===== config.mk =====
export PLATFORM = sky130hd
export DESIGN_NAME = reg_file_sb
export DESIGN_NICKNAME = d
export VERILOG_FILES = /design/src/rtl/reg_file_sb.sv
export SDC_FILE = /design/constraint.sdc
export NUM_CORES = 1
export LEC_CHECK = 0
export CAP_MARGIN = 20
export CORE_ASPECT_RATIO = 0.5
export CORE_MARGIN = 8
export CORE_UTILIZATION = 40
export DETAILED_ROUTE_END_ITERATION = 10
export SLEW_MARGIN = 25
export SYNTH_ARGS = -nofsm -noshare
export SYNTH_HDL_FRONTEND = slang
export SYNTH_SLANG_ARGS = --single-unit

===== constraint.sdc =====
create_clock -name CLK -period 5.4 [get_ports CLK]
set_clock_uncertainty 0.05 [all_clocks]
set_input_delay 0.81 -clock CLK [delete_from_list [all_inputs] [get_ports CLK]]
set_output_delay 0.81 -clock CLK [all_outputs]
set_load 0.02 [all_outputs]

===== src/rtl/reg_file_sb.sv =====
// reg_file_sb: parametrised integer register file for the pipelined core.
//   - 2 asynchronous read ports, 1 synchronous write port
//   - optional hard-zero entry 0 (ZERO_REG)
//   - hardware zero-sweep after reset or on CLR, reported on BUSY
//   - per-entry pending scoreboard for RAW hazard detection at decode
// Optional feature: define REG_FILE_BYPASS_EN to forward same-cycle write
// data (and the matching pending state) onto the read ports.
//
// Handshake note: there is no valid/ready flow control here. EN, RSV_EN and
// CLR are single-cycle qualifiers sampled at posedge CLK; EN/RSV_EN are
// accepted only while BUSY=0, CLR only while BUSY=0, and nothing stalls.
module reg_file_sb #(
    parameter int DATA_W   = 32,
    parameter int ADDR_W   = 5,
    parameter int ZERO_REG = 1
) (
    input  logic              CLK,
    input  logic              RST,
    input  logic              EN,
    input  logic [ADDR_W-1:0] WA,
    input  logic [DATA_W-1:0] WD,
    input  logic [ADDR_W-1:0] ADR1,
    input  logic [ADDR_W-1:0] ADR2,
    output logic [DATA_W-1:0] RS1,
    output logic [DATA_W-1:0] RS2,
    input  logic              RSV_EN,
    input  logic [ADDR_W-1:0] RSV_ADR,
    output logic              PEND1,
    output logic              PEND2,
    input  logic              CLR,
    output logic              BUSY
);

    localparam int DEPTH = 1 << ADDR_W;
    localparam logic [ADDR_W-1:0] LAST_IDX = ADDR_W'(DEPTH - 1);

    typedef enum logic {
        S_SWEEP = 1'b0,
        S_IDLE  = 1'b1
    } state_t;

    state_t            state_q;
    logic [ADDR_W-1:0] cnt_q;
    logic [DEPTH-1:0]  pend_q;
    logic [DEPTH-1:0]  pend_d;
    logic [DATA_W-1:0] ram_q [DEPTH];

    logic              idle;
    logic              wr_ok;
    logic              rsv_ok;
    logic              ram_we;
    logic [ADDR_W-1:0] ram_wa;
    logic [DATA_W-1:0] ram_wd;

    // Entry 0 is read-only and never pending when ZERO_REG is set.
    assign idle   = (state_q == S_IDLE);
    assign wr_ok  = idle && EN     && !((ZERO_REG != 0) && (WA == '0));
    assign rsv_ok = idle && RSV_EN && !((ZERO_REG != 0) && (RSV_ADR == '0));
    assign BUSY   = !idle;

    // Sequencer: reset or CLR starts a sweep from entry 0; the sweep visits
    // every entry once and then hands control back to normal operation.
    always_ff @(posedge CLK) begin
        if (RST) begin
            state_q <= S_SWEEP;
            cnt_q   <= '0;
        end else begin
            case (state_q)
                S_SWEEP: begin
                    if (cnt_q == LAST_IDX) begin
                        state_q <= S_IDLE;
                    end else begin
                        cnt_q <= cnt_q + 1'b1;
                    end
                end
                S_IDLE: begin
                    if (CLR) begin
                        state_q <= S_SWEEP;
                        cnt_q   <= '0;
                    end
                end
                default: begin
                    state_q <= S_SWEEP;
                    cnt_q   <= '0;
                end
            endcase
        end
    end

    // Single array write port shared by reset, sweep and normal writes.
    always_comb begin
        ram_we = 1'b0;
        ram_wa = WA;
        ram_wd = WD;
        if (RST) begin
            ram_we = 1'b1;
            ram_wa = '0;
            ram_wd = '0;
        end else if (!idle) begin
            ram_we = 1'b1;
            ram_wa = cnt_q;
            ram_wd = '0;
        end else if (wr_ok) begin
            ram_we = 1'b1;
        end
    end

    // Register array storage.
    always_ff @(posedge CLK) begin
        if (ram_we) begin
            ram_q[ram_wa] <= ram_wd;
        end
    end

    // Scoreboard next state: a reserve applied after the write so that a
    // same-cycle reserve (younger instruction) keeps the entry pending.
    always_comb begin
        pend_d = pend_q;
        if (RST || (idle && CLR)) begin
            pend_d = '0;
        end else begin
            if (wr_ok) begin
                pend_d[WA] = 1'b0;
            end
            if (rsv_ok) begin
                pend_d[RSV_ADR] = 1'b1;
            end
        end
        if (ZERO_REG != 0) begin
            pend_d[0] = 1'b0;
        end
    end

    // Scoreboard register.
    always_ff @(posedge CLK) begin
        pend_q <= pend_d;
    end

    // Read port 1: zero while sweeping, hard zero on entry 0, optional bypass.
    always_comb begin
        RS1   = ram_q[ADR1];
        PEND1 = pend_q[ADR1];
        if ((ZERO_REG != 0) && (ADR1 == '0)) begin
            RS1   = '0;
            PEND1 = 1'b0;
        end
`ifdef REG_FILE_BYPASS_EN
        if (wr_ok && (WA == ADR1)) begin
            RS1   = WD;
            PEND1 = rsv_ok && (RSV_ADR == ADR1);
        end
`endif
        if (!idle) begin
            RS1   = '0;
            PEND1 = 1'b0;
        end
    end

    // Read port 2: identical structure to port 1.
    always_comb begin
        RS2   = ram_q[ADR2];
        PEND2 = pend_q[ADR2];
        if ((ZERO_REG != 0) && (ADR2 == '0)) begin
            RS2   = '0;
            PEND2 = 1'b0;
        end
`ifdef REG_FILE_BYPASS_EN
        if (wr_ok && (WA == ADR2)) begin
            RS2   = WD;
            PEND2 = rsv_ok && (RSV_ADR == ADR2);
        end
`endif
        if (!idle) begin
            RS2   = '0;
            PEND2 = 1'b0;
        end
    end

endmodule


==> results of run 1 <==
layout make-up:
| type | count | area (um^2) | share of cell area |
|---|---|---|---|
| diodes | 2 | 5.00 | 0.0000881 |
| inverters | 5 | 18.8 | 0.000330 |
| repair buffers | 289 | 2950 | 0.0520 |
| multi-input cells | 1510 | 17000 | 0.299 |
| clock inverters | 59 | 500 | 0.00881 |
| flip-flops and latches | 1061 | 31500 | 0.554 |
| clock buffers | 132 | 2810 | 0.0495 |
| well taps | 1627 | 2040 | 0.0358 |
worst max-delay path, cell delays in order (launching register included):
cell and delay (ns):
dfxtp_1 0.78, and4b_2 1.02, buf_4 0.35, a22o_1 0.16, a31oi_1 0.05, nand4_1 0.20
clkdlybuf4s50_1 0.63
per-stage QoR:
| step | total power, mW | instances | hold slack [ns] | utilization |
|---|---|---|---|---|
| finish | 17.2 | 4685 | 0.444 | 0.463 |
| global route | 17.6 | 4683 | 0.467 | 0.463 |
| CTS | 17.3 | 4679 | 0.445 | 0.463 |
| detailed placement | 10.2 | 4488 | 0.432 | 0.436 |
| global placement | 10.2 | 4488 | 0.422 | 0.436 |
| floorplan | 9.81 | 2794 | 0.410 | - |
placed cells by master (no fill, tap or decap), drive strengths merged, types with 32 or more instances in the layout:
| master | count |
|---|---|
| edfxtp | 1024 |
| a21oi | 103 |
| dfxtp | 37 |
| mux2i | 273 |
| nor2 | 51 |
| mux4 | 391 |
| and2 | 37 |
| nand4 | 67 |
| and3 | 37 |
| a31oi | 32 |
| clkdlybuf4s50 | 119 |
| nand3 | 70 |
| clkinv | 44 |
| o21ai | 32 |
| nand2 | 117 |
| clkbuf | 132 |
| a22oi | 202 |
| buf | 170 |
metal layers:
metal | part of all wire | vias up | wire, um
met5 | 0.000085 | - | 13
met4 | 0.035 | 2 | 5320
met3 | 0.083 | 285 | 12600
met2 | 0.47 | 1457 | 72500
met1 | 0.41 | 15872 | 62200
li1 | - | 12147 | -
how the worst max path moves through the flow:
stage,startpoint,to,slack [ns],cells past startpoint
6_report,idle$_SDFF_PP0_,RS2[18],0.59,6
5_1_grt,idle$_SDFF_PP0_,RS2[18],0.46,6
4_1_cts,idle$_SDFF_PP0_,RS2[18],0.62,6
3_5_place_dp,ADR2[2],RS2[18],0.95,7
3_3_place_gp,ADR2[3],RS2[4],0.95,8
2_1_floorplan,WA[3],ram_q[0][0]$_DFFE_PP_,1.95,5
cell families (layout without fill, tap and decap cells):
kind of cell,count (synthesis),in the layout,synth area share
fa+ha+maj,2,2,0.000509
compound gates,415,415,0.0572
buf+inv,223,485,0.0221
other cells,0,2,0
flops,1061,1061,0.640
simple gates,426,426,0.0447
mux,667,667,0.235
state kept, by name (all words and copies together), names as in the netlist:
name,flops
cnt_q,5
pend_q,31
ram_q,1024
idle,1
Yosys cell counts (2+ instances only):
| cell | instances | area share |
|---|---|---|
| buf_4 | 15 | 0.0023 |
| inv_1 | 5 | 0.00038 |
| buf_6 | 11 | 0.0025 |
| and3_1 | 37 | 0.0047 |
| dfxtp_1 | 37 | 0.015 |
| nor2_1 | 50 | 0.0038 |
| clkbuf_1 | 96 | 0.0073 |
| mux4_2 | 391 | 0.18 |
| a31oi_1 | 32 | 0.0041 |
| a21oi_1 | 103 | 0.010 |
| mux2i_1 | 273 | 0.056 |
| buf_1 | 9 | 0.00069 |
| nand3_1 | 70 | 0.0071 |
| o211ai_2 | 3 | 0.00076 |
| a311oi_1 | 2 | 0.00036 |
| edfxtp_1 | 1024 | 0.63 |
| a22oi_1 | 202 | 0.031 |
| a21o_1 | 3 | 0.00046 |
| o21ai_0 | 32 | 0.0033 |
| nand2b_1 | 6 | 0.00076 |
| nor3b_2 | 3 | 0.00076 |
| a221o_1 | 2 | 0.00041 |
| ha_1 | 2 | 0.00051 |
| mux2_2 | 3 | 0.00069 |
| buf_2 | 87 | 0.0089 |
| or3b_2 | 2 | 0.00036 |
| a22o_1 | 31 | 0.0055 |
| nor2b_1 | 12 | 0.0015 |
| nor4b_1 | 3 | 0.00053 |
| and2_1 | 35 | 0.0045 |
| nand4_1 | 67 | 0.0085 |
| nand3b_1 | 4 | 0.00061 |
| nor3_1 | 7 | 0.00071 |
| nand2_1 | 117 | 0.0089 |
| and2_0 | 2 | 0.00025 |
| nor4_1 | 2 | 0.00025 |
report_power, final:
part           internal, mW  switching, mW
clock                  3.99           3.21
combinational         0.469          0.547
sequential             8.95         0.0262
==> run metrics, run 1 <==
status finished, final reports clean; Detailed Routing Iterations Pass 1 6; clk slew on worst S/H paths 0.07 ns; Final period util 0.891; Hold Crit Depth 2; Max Cap Viol 0; Yosys warnings 0; R2R setup slack 1.79 ns; initial DRC count 3705; dominant synthesized flop cell edfxtp_1; reg-to-reg endpoint ram_q[20][19]$_DFFE_PP_; Nets 3029; Overflow after GRT 0; Avg WL per Cell 32.6 um; cts repair resizes 0; pre-CTS setup slack 0.952 ns; CP max FO 22; Post-CTS Repair Setup Buffers 0; Setup CP Type flop to primary output; fmax 0.208 GHz; Worst Hold Launch pend_q[13]$_SDFF_PP0_; CP Capture Type primary output; worst r2r src idle$_SDFF_PP0_; RSZ-0062 raised after global routing no; post-route ant nets 0; IO Count 124; register area share after synthesis 0.640; CTS tree built; Site Rows 91; GR Util met3 0.0454; die width 512 um; vias in the first global route 30198; die area 135000 um^2; post-DR vias/cell 6.35; final setup fails 0; fill cell count 10241; RD Place Congestion 0.843; startpoint types flop; Final min period 4.81 ns; R2R cell count 4; GR Util met1 0.298; Root Buffer clkbuf_16; largest net degree at the start of global routing 52; Core ar. 123000 um^2; CTS max path bufs 3; Req. time, crit path 4.54 ns; synth unique cells 50; Synthesized Nets 2853; initial core utilization 0.401; GRT Total Usage 0.220; worst-skew pair later-pin latency 0.71 ns; Post-Syn Area 49200 um^2; Placement Cell Area 53400 um^2; crit path DAT 3.95 ns; share of layout cells above drive strength 1 0.259; worst hold path class flop to flop; Synth async-reset ratio 0; VDD IR max 0.253 mV; P_leak 18.0 nW; first-pass GRT wire length 217000 um; fin. max-slew vios 0; M2 GR Usage 0.354; total CTS buffers 103; antenna violations before repair 3; Most Crowded Layer GR met2; Final Hold Viols 0; Die Y 264 um; final worst setup slack 0.586 ns; IO Port Bufs 123; Setup Total Neg Slack 0 ns; Clock Sink Count 1061; cts hold-fix bufs 0; syn_area_per_cell 17.6 um^2; Hold Path End pend_q[13]$_SDFF_PP0_; WL final 153000 um; flops & latches, synth 1061; Slew Limit Headroom 0.247; synthesized netlist cell count 2794; Final Cell Area 56800 um^2; Area Growth Syn to Fin 15.5%; worst slew pin tran 1.13 ns; DRC violations left 0; Post-synth EDFFs 1024; H-tree Lvls 3; Detail Placement HPWL 92800 um; Vias 29763; PD cells 303 nW/um^2
Power figures use the tool's default switching activity.
==> run 2, diff against run 1 <==
Settings changed: CELL_PAD_IN_SITES_DETAIL_PLACEMENT set to 0, CELL_PAD_IN_SITES_GLOBAL_PLACEMENT set to 1, CORE_UTILIZATION 40 to 25, PLACE_DENSITY_LB_ADDON set to 0.1.
==> run 2 against run 1 <==
  * Die area grew 57%
  * Sequential power is essentially flat
  * Worst hold slack gained 0.0011 ns
  * Critical path depth grew 1
  * Clock power grew 11%
  * First-iteration DRC count shrank 31%
  * Sequential cell count is the same
  * Highest routed layer unchanged
==> run metrics, run 2 (synthesis gave the netlist of run 1 again) <==
worst r2r src idle$_SDFF_PP0_ (unchanged); worst hold path class flop to flop (unchanged); antenna violations before repair 4 (was 3); Site Rows 115 (was 91); Slew Limit Headroom 0.282 (was 0.247); Setup Total Neg Slack 0 ns (unchanged); fin. max-slew vios 0 (unchanged); Die Y 330 um (was 264 um); H-tree Lvls 3 (unchanged); Nets 3057 (was 3029); Detail Placement HPWL 114000 um (was 92800 um); die width 643 um (was 512 um); Post-CTS Repair Setup Buffers 0 (unchanged); status finished, final reports clean (unchanged); Root Buffer clkbuf_16 (unchanged); final setup fails 0 (unchanged); Final min period 4.66 ns (was 4.81 ns); fmax 0.215 GHz (was 0.208 GHz); cts repair resizes 0 (unchanged); pre-CTS setup slack 0.698 ns (was 0.952 ns); Area Growth Syn to Fin 19.9% (was 15.5%); worst slew pin tran 1.07 ns (was 1.13 ns); Avg WL per Cell 33.3 um (was 32.6 um); startpoint types flop (unchanged); CP max FO 18 (was 22); GRT Total Usage 0.176 (was 0.220); Detailed Routing Iterations Pass 1 8 (was 6); DRC violations left 0 (unchanged); CP Capture Type primary output (unchanged); IO Port Bufs 123 (unchanged); post-route ant nets 0 (unchanged); Crit. Startpoint idle$_SDFF_PP0_ (unchanged); first-pass GRT wire length 261000 um (was 217000 um); clk slew on worst S/H paths 0.06 ns (was 0.07 ns); Max Cap Viol 0 (unchanged); WL final 191000 um (was 153000 um); VDD IR max 0.252 mV (was 0.253 mV); CTS max path bufs 3 (unchanged); top flop regs ram_q: 1024 flops, pend_q: 31 flops, cnt_q: 5 flops (unchanged); most frequent cells in the layout edfxtp_1, mux4_2, mux2i_1 (unchanged); die area 212000 um^2 (was 135000 um^2); initial DRC count 2561 (was 3705); cts hold-fix bufs 0 (unchanged); Setup CP Type flop to primary output (unchanged); worst-skew pair later-pin latency 0.74 ns (was 0.71 ns); RSZ-0062 raised after global routing no (unchanged); final worst setup slack 0.738 ns (was 0.586 ns); max reg flops 1024 (unchanged); non-filler cells in the finished layout 5731 (was 4685); Final Hold Viols 0 (unchanged); Final period util 0.863 (was 0.891); CTS tree built (unchanged); Req. time, crit path 4.54 ns (about the same); Overflow after GRT 0 (unchanged); Crit path largest cell delay 0.78 ns (was 1.02 ns); total CTS buffers 113 (was 103); leading cell type in the layout, fill and taps excluded edfxtp_1 (unchanged); Core ar. 196000 um^2 (was 123000 um^2); initial core utilization 0.251 (was 0.401); P_leak 18.4 nW (was 18.0 nW); largest net degree at the start of global routing 58 (was 52); critical path's slowest cell and4b_2 (unchanged); crit path DAT 3.80 ns (was 3.95 ns); largest reg by FF count ram_q (unchanged); RD Place Congestion 0.741 (was 0.843); Clock Sink Count 1061 (unchanged); # placed instances 5515 (was 4488); IO Count 124 (unchanged); hold_ws 0.445 ns (was 0.444 ns); share of layout cells above drive strength 1 0.273 (was 0.259); post-DR vias/cell 5.09 (was 6.35); vias in the first global route 30570 (was 30198); CP cell instances buf_4 > and4b_2 > buf_12 > a22o_1 > a31oi_1 > nand4_1 > clkdlybuf4s50_1 (was and4b_2 > buf_4 > a22o_1 > a31oi_1 > nand4_1 > clkdlybuf4s50_1); Worst Hold Launch pend_q[31]$_SDFF_PP0_ (was pend_q[13]$_SDFF_PP0_); Vias 29184 (was 29763); PD cells 306 nW/um^2 (was 303 nW/um^2)
run 2: where the power goes:
part | internal (mW) | switching (mW)
Combinational | 0.478 | 0.610
Clock | 4.46 | 3.52
Sequential | 8.95 | 0.0245
Total | 13.9 | 4.16
run 2: path summary, 6_finish.rpt:
| kind | slack, ns | cells past startpoint | end |
|---|---|---|---|
| hold reg to reg | 0.45 | 2 | pend_q[31]$_SDFF_PP0_ |
| setup / recovery | 0.74 | 7 | RS2[16] |
| setup reg to reg | 1.95 | 5 | ram_q[9][23]$_DFFE_PP_ |
| hold / removal | 0.45 | 2 | pend_q[31]$_SDFF_PP0_ |
run 2: cell type report:
class | count | area (um^2)
diodes | 5 | 12.5
clock buffers | 142 | 2960
clock inverters | 69 | 712
fillers | 19152 | 137000
inverters | 5 | 18.8
multi-input cells | 1510 | 17000
flip-flops and latches | 1061 | 31500
well taps | 2632 | 3290
repair buffers | 307 | 3490
run 2: stage by stage:
step                area [um^2]   util  power, mW
floorplan                 49200      -       9.81
global placement          55300  0.282       10.3
detailed placement        55300  0.282       10.3
CTS                       58900  0.300       18.3
global route              59000  0.301       18.6
finish                    59000  0.301       18.0
run 2: layer usage:
| metal | share of wire | wire, um | GRT usage |
|---|---|---|---|
| met1 | 0.46 | 88700 | 0.249 |
| met2 | 0.47 | 89600 | 0.288 |
| met3 | 0.045 | 8550 | 0.0255 |
| met4 | 0.021 | 3990 | 0.0383 |
| met5 | 0.000068 | 13 | 0 |
run 2: critical path: cells and delay by family, from the launching register on:
family	cells	cell delay, ns
buf+inv	3	1.24
simple gates	2	1.01
flops	1	0.57
compound gates	2	0.21
